`config.mk`:
```
export PLATFORM = sky130hd
export DESIGN_NAME = fifo_sync
export DESIGN_NICKNAME = d
export VERILOG_FILES = /design/src/rtl/fifo_pkg.sv /design/src/rtl/fifo_ram.sv /design/src/rtl/fifo_sync.sv
export SDC_FILE = /design/constraint.sdc
export NUM_CORES = 1
export LEC_CHECK = 0
export ABC_AREA = 1
export CORE_MARGIN = 2
export CORE_UTILIZATION = 36
export DETAILED_ROUTE_END_ITERATION = 10
export GPL_ROUTABILITY_DRIVEN = 0
export PLACE_DENSITY_LB_ADDON = 0.2
export SKIP_CTS_REPAIR_TIMING = 1
export SLEW_MARGIN = 0
export SYNTH_ARGS = -nofsm -noshare
export SYNTH_HDL_FRONTEND = slang
export SYNTH_SLANG_ARGS = --single-unit
```
`constraint.sdc`:
```
create_clock -name clk -period 5.2 [get_ports clk]
set_input_delay 0.52 -clock clk [delete_from_list [all_inputs] [get_ports clk]]
set_output_delay 0.52 -clock clk [all_outputs]
set_load 0.05 [all_outputs]
```
`src/rtl/fifo_pkg.sv`:
```
// rtl/fifo_pkg.sv - shared defaults and pointer-width helper for the sync FIFO
package fifo_pkg;

    localparam int DEF_W      = 8;
    localparam int DEF_DP     = 16;
    localparam int DEF_AF_LVL = DEF_DP - 2;
    localparam int DEF_AE_LVL = 2;

    function automatic int ptr_width(input int depth);
        return $clog2(depth);
    endfunction

endpackage

```
`src/rtl/fifo_ram.sv`:
```
// rtl/fifo_ram.sv - W x DP simple dual-port array, sync write, registered read
module fifo_ram
    import fifo_pkg::*;
#(
    parameter int W  = DEF_W,
    parameter int DP = DEF_DP,
    parameter int AW = ptr_width(DP)
) (
    input  logic          clk,
    input  logic          wr_en,
    input  logic [AW-1:0] wr_addr,
    input  logic [W-1:0]  wr_data,
    input  logic          rd_en,
    input  logic [AW-1:0] rd_addr,
    output logic [W-1:0]  rd_data
);

    logic [W-1:0] mem [DP];

    // No reset; a same-address read sees the pre-write word.
    always_ff @(posedge clk) begin
        if (wr_en) begin
            mem[wr_addr] <= wr_data;
        end
        if (rd_en) begin
            rd_data <= mem[rd_addr];
        end
    end

endmodule

```
`src/rtl/fifo_sync.sv`:
```
// rtl/fifo_sync.sv - single-clock FIFO with occupancy flags and error pulses
module fifo_sync
    import fifo_pkg::*;
#(
    parameter int W      = DEF_W,
    parameter int DP     = DEF_DP,
    parameter int AF_LVL = DP - 2,
    parameter int AE_LVL = DEF_AE_LVL,
    parameter int AW     = ptr_width(DP)
) (
    input  logic          clk,
    input  logic          rst,
    input  logic          w_e,
    input  logic [W-1:0]  w_data,
    input  logic          r_e,
    output logic [W-1:0]  r_data,
    output logic          r_valid,
    output logic [AW:0]   count,
    output logic          full,
    output logic          empty,
    output logic          almost_full,
    output logic          almost_empty,
    output logic          ovf,
    output logic          udf
);

    localparam logic [AW:0] DP_C = (AW+1)'(DP);
    localparam logic [AW:0] AF_C = (AW+1)'(AF_LVL);
    localparam logic [AW:0] AE_C = (AW+1)'(AE_LVL);

    logic [AW:0]  wptr;
    logic [AW:0]  rptr;
    logic         rd_ok;
    logic         wr_ok;
    logic         r_zero;
    logic [W-1:0] ram_q;

    assign empty        = (count == '0);
    assign full         = (count == DP_C);
    assign almost_full  = (count >= AF_C);
    assign almost_empty = (count <= AE_C);

    assign rd_ok = r_e && !empty;
    assign wr_ok = w_e && (!full || rd_ok);

    fifo_ram #(.W(W), .DP(DP), .AW(AW)) u_ram (
        .clk     (clk),
        .wr_en   (wr_ok && !rst),
        .wr_addr (wptr[AW-1:0]),
        .wr_data (w_data),
        .rd_en   (rd_ok && !rst),
        .rd_addr (rptr[AW-1:0]),
        .rd_data (ram_q)
    );

    // The array's read register has no reset, so r_data is masked to zero until the first pop.
    assign r_data = r_zero ? '0 : ram_q;

    always_ff @(posedge clk) begin
        if (rst) begin
            wptr    <= '0;
            rptr    <= '0;
            count   <= '0;
            r_valid <= 1'b0;
            r_zero  <= 1'b1;
            ovf     <= 1'b0;
            udf     <= 1'b0;
        end else begin
            if (wr_ok) wptr <= wptr + 1'b1;
            if (rd_ok) rptr <= rptr + 1'b1;
            if (wr_ok && !rd_ok)      count <= count + 1'b1;
            else if (rd_ok && !wr_ok) count <= count - 1'b1;
            r_valid <= rd_ok;
            if (rd_ok) r_zero <= 1'b0;
            ovf <= w_e && !wr_ok;
            udf <= r_e && !rd_ok;
        end
    end

endmodule

```
==> impl_metrics.tcl <==
set metrics [dict create \
    root_buffer "clkbuf_16" \
    powerDensity_mw_per_mm2 467 \
    ir_drop_mv 0.382 \
    critPathArrivalTime_ns 2.11 \
    critical_path_required_ns 4.68 \
    seqCellArea_mm2 0.00443 \
    coreArea_mm2 0.0174 \
    ys.warnings.count 0 \
    syn_nets 607 \
    area_delta_synth_final_pct 14.7 \
    mostFrequentLayoutCells "edfxtp_1 (136), nand2_1 (129), nor2_1 (84)" \
    firstDrtPassIters 4 \
    cp_cell_sequence "nor2_1 > nand3_1 > inv_1 > clkdlybuf4s50_1" \
    dp_hpwl_um 9570 \
    crit_family "buffers and inverters" \
    nFillCells 1659 \
    ios 32 \
    cts.sinks 153 \
    wl_per_cell_um 17.6 \
    cp_max_fo 7 \
    max_stage_delay_ns 0.80 \
    dieArea_mm2 0.0190 \
    vias 4195 \
    insertion_delay_ns 0.42 \
    drcViolationCount 0 \
    cts.clk_slew.worst_paths_ns 0.05 \
    postSynthAreaPerCell_um2 11.0 \
    period_needed_ns 2.63 \
    viasPerCell 4.96 \
    worst_pin_slew_ns 1.01 \
    slew_violations 0 \
    drv_cap 0 \
    multi_input_area_mm2 0.00171 \
    cts_tree "built" \
    numCtsBuffers 17 \
    drt-total-wl_um 14900 \
    hold_class "reg2reg" \
    seq_area_frac_synth_pct 68.6 \
    leakage_nw 2.75 \
    drtIter0Drc 386 \
    crit_path_end_kind "primary output" \
    finClkSkew_ns 0.00752 \
    htreeDepth 4 \
    final.setup.tns_ns 0 \
    ant_nets 0 \
    slew-limit-headroom_pct 33.0 \
    floorplan.initialDensity_pct 37.0 \
    synth_cell_types 30 \
    worstSetupPathType "reg2out" \
    drive_gt1_share_pct 6.29 \
    ys_ff_latch 153 \
    layout_commonest_cell "edfxtp_1" \
    fp.dieW_um 138 \
    grt_pass1_vias 4159 \
    antenna_found_initial 0 \
    final_nets 634 \
    hold_violations 0 \
    die_h_um 138 \
    stdcell_count 845 \
    setup_viol 0 \
    cp_slowest_cell "clkdlybuf4s50_1" \
    port_buffers 31 \
    cts_buffer_depth 2 \
    grt_pass1_wl_um 23300 \
    overflow 0 \
    diodes 0 \
    critical_path_buf_inv_count 2 \
    outcome "completed" \
    post-route-period-util_pct 50.5 \
    maxClockFrequency_mhz 381 \
    rsz0062_at_grt "no" \
    startpoint_type "flip-flop" \
    netlist_instances 585 \
    synth_area_mm2 0.00645 \
    rows 48 \
    grt_max_degree 74 \
    dp_cells 818 \
    grtUsageTotal_pct 17.1 \
]
-- state kept, by name (all words and copies together), names as in the netlist --
name	cells
wptr	4
rptr	4
u_ram.rd_data	8
count	5
ovf	1
udf	1
u_ram.mem	128
r_zero	1
r_valid	1
-- where the power goes --
part	switching, W	internal (W)
sequential	0.0000682	0.00141
clock	0.000431	0.000636
combinational	0.000624	0.000281
total	0.00112	0.00233
-- cells by family after synthesis --
group,Yosys count,synth area share (%)
fa+ha+maj,10,2.06
simple gates,270,17.4
compound gates,81,6.60
xor+xnor,4,0.543
buf+inv,67,4.81
flops,153,68.6
-- area by class of cell --
cell class	count	share of cell area (%)
Tap cell	225	3.81
Inverter	43	2.18
Clock inverter	7	0.779
Timing Repair Buffer	32	4.30
Multi-Input combinational cell	365	23.2
Sequential cell	153	59.9
Clock buffer	20	5.91
-- worst min-delay path: cells and delay by family (launching register included) --
kind / cells / cell delay, ns
AOI/OAI and AO/OA: 1 / 0.05
DFF: 1 / 0.34
and+or+nand+nor: 1 / 0.07
-- cell usage after synthesis, drive strengths merged --
cell type	number	area (um2)
o211ai	8	60.1
edfxtp	136	4080
clkinv	1	3.75
a21oi	38	190
clkbuf	7	37.5
inv	42	158
or2	1	6.26
ha	9	113
nor3	1	5.00
dfxtp	17	340
nand3	43	215
nand3b	1	7.51
nor2	87	339
buf	17	111
xor2	4	35.0
o21ai	35	175
fa	1	20.0
nand4	2	18.8
nand2	135	527
-- worst paths after layout --
| check | cells after the start | startpoint | slack [ns] | end |
|---|---|---|---|---|
| min reg2reg | 2 | wptr[3]$_SDFFE_PP0N_ | 0.51 | wptr[3]$_SDFFE_PP0N_ |
| max | 4 | count[1]$_SDFFE_PP0P_ | 2.57 | empty |
| max reg2reg | 13 | count[1]$_SDFFE_PP0P_ | 2.80 | count[4]$_SDFFE_PP0P_ |
| min | 2 | wptr[3]$_SDFFE_PP0N_ | 0.51 | wptr[3]$_SDFFE_PP0N_ |
-- stage by stage --
step                      total power (W)  utilization, %  area (um2)  hold WS (ns)  setup WS, ns
final                             0.00345            42.4        7390         0.514          2.57
after global routing              0.00364            42.4        7390         0.538          2.37
after CTS                         0.00348            42.4        7390         0.515          2.54
after detailed placement          0.00242            39.6        6900         0.507          2.38
after global placement            0.00241            39.6        6900         0.513          2.46
after floorplan                   0.00216               -        6450         0.477          2.81
-- per-layer routing --
metal / wire length (um) / GRT usage [%] / vias up
met5: 0 / 0 / -
met3: 545 / 4.34 / 19
met4: 306 / 6.01 / 0
met2: 7130 / 27.3 / 79
li1: - / - / 2042
met1: 6910 / 22.6 / 2055
Note: power is estimated with default switching activity, not from simulation.
